$ cat config.mk
export PLATFORM = sky130hd
export DESIGN_NAME = rnd_hash_builder
export DESIGN_NICKNAME = d
export VERILOG_FILES = /design/src/rtl/rnd_hash_builder.sv
export SDC_FILE = /design/constraint.sdc
export NUM_CORES = 1
export LEC_CHECK = 0
export CAP_MARGIN = 20
export CORE_ASPECT_RATIO = 2
export CORE_MARGIN = 3
export CORE_UTILIZATION = 55
export CTS_BUF_LIST = sky130_fd_sc_hd__clkbuf_4
export CTS_CLUSTER_SIZE = 24
export DETAILED_ROUTE_END_ITERATION = 7
export GPL_TIMING_DRIVEN = 0
export PLACE_DENSITY = 0.85
export SLEW_MARGIN = 10
export SYNTH_ARGS = -nofsm -noshare
export SYNTH_HDL_FRONTEND = slang
export SYNTH_SLANG_ARGS = --single-unit
$ cat constraint.sdc
create_clock -name clk_i -period 2.35 [get_ports clk_i]
set_clock_uncertainty 0.05 [all_clocks]
set_input_delay 0.47 -clock clk_i [delete_from_list [all_inputs] [get_ports clk_i]]
set_output_delay 0.47 -clock clk_i [all_outputs]
set_load 0.02 [all_outputs]
$ cat src/rtl/rnd_hash_builder.sv
// Sequencer that runs HashWidth/2 RND rounds, shifts each 2-bit symbol into a hash and
// presents the finished hash on a valid/ready handshake, with a per-round stall watchdog.
module rnd_hash_builder #(
  parameter int unsigned SeedWidth = 6,
  parameter int unsigned HashWidth = 16,
  parameter int unsigned Timeout   = 64
) (
  input  logic                 clk_i,
  input  logic                 rst_ni,
  input  logic                 start_i,
  input  logic [SeedWidth-1:0] seed_in_i,
  output logic                 busy_o,
  output logic                 start_rnd_o,
  output logic [SeedWidth-1:0] rnd_seed_o,
  input  logic                 done_rnd_i,
  input  logic [1:0]           x_in_i,
  output logic [HashWidth-1:0] hash_out_o,
  output logic                 hash_valid_o,
  input  logic                 hash_ready_i,
  output logic                 timeout_err_o
);

  localparam int unsigned Rounds = HashWidth / 2;
  localparam int unsigned RoundW = $clog2(Rounds) + 1;
  localparam int unsigned WdW    = $clog2(Timeout);

  typedef enum logic [1:0] {StIdle, StKick, StWait, StDone} state_e;

  state_e               state_q;
  logic [SeedWidth-1:0] seed_q;
  logic [RoundW-1:0]    round_q;
  logic [WdW-1:0]       wd_q;
  logic [HashWidth-1:0] hash_q;
  logic [HashWidth-1:0] hash_d;
  logic                 busy_q;
  logic                 start_rnd_q;
  logic                 hash_valid_q;
  logic                 err_q;

  // Shift form keeps HashWidth == 2 legal (no negative slice).
  always_comb begin
    hash_d = (hash_q << 2) | HashWidth'(x_in_i);
  end

  always_ff @(posedge clk_i or negedge rst_ni) begin
    if (!rst_ni) begin
      state_q      <= StIdle;
      seed_q       <= '0;
      round_q      <= '0;
      wd_q         <= '0;
      hash_q       <= '0;
      busy_q       <= 1'b0;
      start_rnd_q  <= 1'b0;
      hash_valid_q <= 1'b0;
      err_q        <= 1'b0;
    end else begin
      start_rnd_q <= 1'b0;
      unique case (state_q)
        StIdle: begin
          if (start_i) begin
            seed_q      <= seed_in_i;
            hash_q      <= '0;
            round_q     <= '0;
            err_q       <= 1'b0;
            busy_q      <= 1'b1;
            start_rnd_q <= 1'b1;
            state_q     <= StKick;
          end
        end
        StKick: begin
          wd_q    <= '0;
          state_q <= StWait;
        end
        StWait: begin
          // A done strobe on the watchdog's last cycle still completes the round.
          if (done_rnd_i) begin
            hash_q  <= hash_d;
            round_q <= round_q + RoundW'(1);
            if (round_q == RoundW'(Rounds - 1)) begin
              hash_valid_q <= 1'b1;
              state_q      <= StDone;
            end else begin
              start_rnd_q <= 1'b1;
              state_q     <= StKick;
            end
          end else if (wd_q == WdW'(Timeout - 1)) begin
            err_q   <= 1'b1;
            busy_q  <= 1'b0;
            state_q <= StIdle;
          end else begin
            wd_q <= wd_q + WdW'(1);
          end
        end
        StDone: begin
          if (hash_ready_i) begin
            hash_valid_q <= 1'b0;
            busy_q       <= 1'b0;
            state_q      <= StIdle;
          end
        end
        default: state_q <= StIdle;
      endcase
    end
  end

  assign busy_o        = busy_q;
  assign start_rnd_o   = start_rnd_q;
  assign hash_valid_o  = hash_valid_q;
  assign timeout_err_o = err_q;
  // Only a completed hash is ever visible on the output.
  assign hash_out_o    = hash_valid_q ? hash_q : '0;
  assign rnd_seed_o    = (state_q == StIdle) ? '0 : (seed_q ^ SeedWidth'(round_q));

endmodule

Word level (Yosys, flattened, before mapping)
Cells that the tools add are included.
{ "totals": {"register_bits": 38, "latchBits": 0, "mem_bits_rw": 0, "romBits": 0, "input_bits": 13, "mem_count": 0} }
{ "op_classes": {"add_sub_neg": 2, "mul": 0, "div": 0, "order_cmp": 0, "n_eq_ne": 13, "n_shift": 0, "mux": 33, "bitwise_logic": 2, "reduce_logical": 12} }
{ "op_table": {"columns": ["operator", "n"], "rows": [
  ["$mux 16", 3],
  ["$pmux 16 s2", 1],
  ["$mux 6", 3],
  ["$or 16x2->16", 1],
  ["$ne 2x2->1 const B", 7],
  ["$mux 1", 12],
  ["$pmux 6 s2", 1],
  ["$mux 2", 5],
  ["$reduce_and 3->1", 3],
  ["$mux 4", 2],
  ["$pmux 2 s4", 1],
  ["$pmux 4 s2", 1],
  ["$reduce_and 4->1", 2],
  ["$add 6x1->6 const B", 1],
  ["$eq 6x6->1 const B", 1],
  ["$pmux 1 s2", 3],
  ["$reduce_bool 2->1", 3],
  ["$xor 6x4->6", 1],
  ["$reduce_and 5->1", 1],
  ["$add 4x1->4 const B", 1],
  ["$eq 2x2->1 const B", 2],
  ["$eq 4x3->1 const B", 1],
  ["$ne 3x3->1 const B", 1],
  ["$pmux 1 s3", 1],
  ["other kinds (4)", 4]
]} }

Logic depth before layout (Yosys ltp)
{ "depth": {"depth_word": 4, "mapped_depth": 7} }

Least setup slack after synthesis
No wires, ideal clock.
{ "synth_timing": {"kind": "register to output", "from": "register hash_valid_q, in the netlist hash_valid_o", "to": "output hash_out_o[10]", "arrival_time_ns": 0.997, "required_time_ns": 1.830, "slack_ns": 0.833, "path_stages_with_launch": 3, "path_buffers": 1, "path_cell_list": "dfrtp_1 > clkbuf_1 > and2_1"} }
{ "synth_via": {"elab_chain_len": 1} }
{ "synth_rtl": {"columns": ["item", "line_no", "source"], "rows": [
  ["start: declaration", "37", "logic hash_valid_q;"],
  ["start signal: assignment", "54", "hash_valid_q <= 1'b0;"],
  ["start signal: assignment", "80", "hash_valid_q <= 1'b1;"],
  ["start signal: assignment", "96", "hash_valid_q <= 1'b0;"],
  ["$mux 16", "111", "assign hash_out_o = hash_valid_q ? hash_q : '0;"],
  ["end: declaration", "17", "output logic [HashWidth-1:0] hash_out_o,"]
]} }
Every way passes these cells.

Final worst setup path
{ "layout_timing": {"from": "register hash_valid_q, in the netlist hash_valid_o", "to": "output hash_out_o[9]"} }
Same word-level chain as after synthesis.

==> results.txt <==
Crit path launch - hash_valid_o$_DFFE_PN0P_
Critical path class - reg2out
Clock Tree Root - clkbuf_4
Total I/O pin count - 39
Die Wd - 46.86 um
Initial DRT Pass Iterations - 4
Initial DRC count - 45
Lkg Pwr - 1.114 nW
Register-to-register setup slack - 0.74 ns
Worst setup SP type - register
Skew-Pair Late Insertion Delay - 0.36 ns
Max Root-Sink Buffers - 2
Min-Delay Path Class - in2async
Compound-cell area share of the yosys netlist - 16.83%
Mux share of post-synthesis cell area - 3.678%
Initial antenna violation count - 0
Wire length per cell - 16.60 um
Die area - 4111 sq um
Slowest Stage Delay on Critical Path - 0.60 ns
Pre-CTS setup slack - 0.2184 ns
Simple-Gate Fraction of Synth Area - 20.16%
N_diodes - 0
Cell Pwr Density - 1147 nW/um^2
GRT Total Usage - 24.06%
CTS Buf Count - 5
CTS Sinks - 38
CP Cell Sequence - clkbuf_2, and2_1, clkdlybuf4s50_1
Fill cells - 236
Tmin final - 2.187 ns
Synth Flop Type - dfrtp_1
Commonest cells in the netlist - dfrtp_1 (38), nand2_1 (26), and2_1 (16)
Gp weighted congestion - 0.8757
Net count, final - 242
Worst-margin pin slew - 0.8227 ns
Final setup TNS - 0 ns
Ratio of cells with drive above 1 in the final layout - 12.72%
Unrepaired setup endpoints after global routing - no
Synth Area in Adders - 1.362%
Synthesized net count - 196
Slowest CP cell - clkdlybuf4s50_1
Cts hold-fix bufs - 0
# port buffers - 37
Final Hold Viols - 0
Worst reg2reg startpoint - state_q[0]$_DFFE_PN0P_
Largest net degree at the start of global routing - 39
Crit Path Max Fanout - 10
Fin worst setup slack - 0.1632 ns
Yosys Warn Count - 0
Synth Area in XOR/XNOR - 2.384%
Routed Antenna Nets - 0
Crit path DAT - 1.67 ns
Total core area - 3193 sq um
Cells after synthesis - 181
CTS tree - built
Post-synth cell types - 38
Mapped Area - 1837 sq um
Top cells by area, synth - dfrtp_1 (52%), and2_1 (5.4%), nand2_1 (5.3%), a22o_1 (5.2%), mux2_2 (3.7%)
Fin crit share - 93.05%
GRT overflow - 0
Die Ht - 87.73 um
Routed vias/inst - 6.008
Synth top area share - 51.77%
Vias - 1556
Outcome - finished clean
Final setup viols - 0
Count leader, synth - dfrtp_1
Row cnt - 29
Placed wire-length estimate - 3099 um
Area after DPL - 2241 sq um
Seq/Total Area, Yosys - 51.77%
Total chip power - 2.722 mW
Slew Limit Fails - 0
Fmax - 457.3 MHz
H-tree levels - 2
Vias in the first global route - 1568
FFs w/ async S/R, synth - 100.0%
Final WL - 4299 um
First-pass GRT wire length - 7155 um
Relative slew margins - 45.15%
CTS clock-pin slew for the worst setup and hold paths - 0.12 ns
Required time worst endpoint - 1.83 ns
VDD IR max - 0.8431 mV
Fin area - 2372 sq um
Max cap viols - 0
Synth Area per Inst - 10.15 sq um
DRC - 0
Setup crit end kind - output port
EDFF count, synth - 0
Largest family of logic cells by synthesized area - simple AND/OR/NAND/NOR gates
Hold WS - 0.1357 ns
#FFs+latches synth - 38
Cell taking the most area after synthesis - dfrtp_1
Layout area overhead - 29.16%
Starting Density - 57.52%
worst paths after layout:
path / to / cells after the start
max: hash_out_o[9] / 3
min: hash_q[5]$_DFFE_PN0P_ / 1
max reg2reg: wd_q[4]$_DFFE_PN0P_ / 4
min reg2reg: seed_q[5]$_DFFE_PN0P_ / 1
max in group asynchronous: hash_valid_o$_DFFE_PN0P_ / 1
min in group clk_i: round_q[0]$_DFFE_PN0P_ / 3
cells in the final DEF, fill, tap and decap left out, drive strengths merged, types with 2 or more instances in the layout:
master         count
a22oi              2
clkdlybuf4s50     29
mux2               6
dlymetal6s2s       5
buf               11
ha                 2
o21ai             14
and2              16
nand3              5
nor2b              3
dfrtp             38
a22o              11
clkbuf             7
nor4               3
xnor2              4
nand2             27
dlygate4sd2        2
nand2b             3
bufinv             2
a21oi              9
nor2              12
per-stage QoR:
stage | util (%) | instances
after detailed placement | 70.18 | 249
after CTS | 73.43 | 257
after global routing | 74.29 | 259
after floorplan | - | 181
final | 74.29 | 259
after global placement | 70.34 | 249
worst max-delay path, delay by kind of cell (launching register included):
kind	cells	cell delay (ns)
AND/OR/NAND/NOR	1	0.15
buffers and inverters	2	0.78
flip-flops	1	0.39
cell type report:
class	count	area [sq um]	area share, %
Timing Repair Buffer	39	390.4	16.46
Multi-Input combinational cell	132	815.8	34.39
Sequential cell	38	952.2	40.14
Inverter	1	3.754	0.1582
Clock buffer	5	37.54	1.582
Clock inverter	3	63.81	2.690
Buffer	10	70.07	2.954
Tap cell	31	38.79	1.635
kinds of logic (layout without fill, tap and decap cells):
| family | count (synthesis) | in the layout |
|---|---|---|
| compound gates | 45 | 45 |
| xor+xnor | 5 | 5 |
| fa+ha+maj | 2 | 2 |
| buf+inv | 11 | 58 |
| flops | 38 | 38 |
| mux | 6 | 6 |
| simple gates | 74 | 74 |
per-layer routing:
| layer | GRT usage [%] | up-vias | share of wire, % |
|---|---|---|---|
| li1 | - | 726 | - |
| met1 | 26.67 | 745 | 36 |
| met2 | 40.27 | 64 | 55 |
| met3 | 4.527 | 21 | 5.2 |
| met4 | 14.36 | 0 | 4.1 |
| met5 | 0 | - | 0 |
report_power, final:
group	leakage, nW	switching [mW]	total, mW	internal [mW]
combinational	0.563	0.655	1.21	0.558
clock	0.0528	0.226	0.553	0.328
sequential	0.498	0.138	0.955	0.817
total	1.11	1.02	2.72	1.70
registers in the layout, summed over array words and instances (netlist names):
signal / count
busy_o: 1
hash_q: 16
hash_valid_o: 1
round_q: 4
seed_q: 6
start_rnd_o: 1
state_q: 2
timeout_err_o: 1
wd_q: 6
timing repair:
item,in CTS,in global routing
gates resized for setup,5,5
setup buffers,0,2
setup endpoints to repair,15,13
gates cloned,0,0
Note: power is estimated with default switching activity, not from simulation.
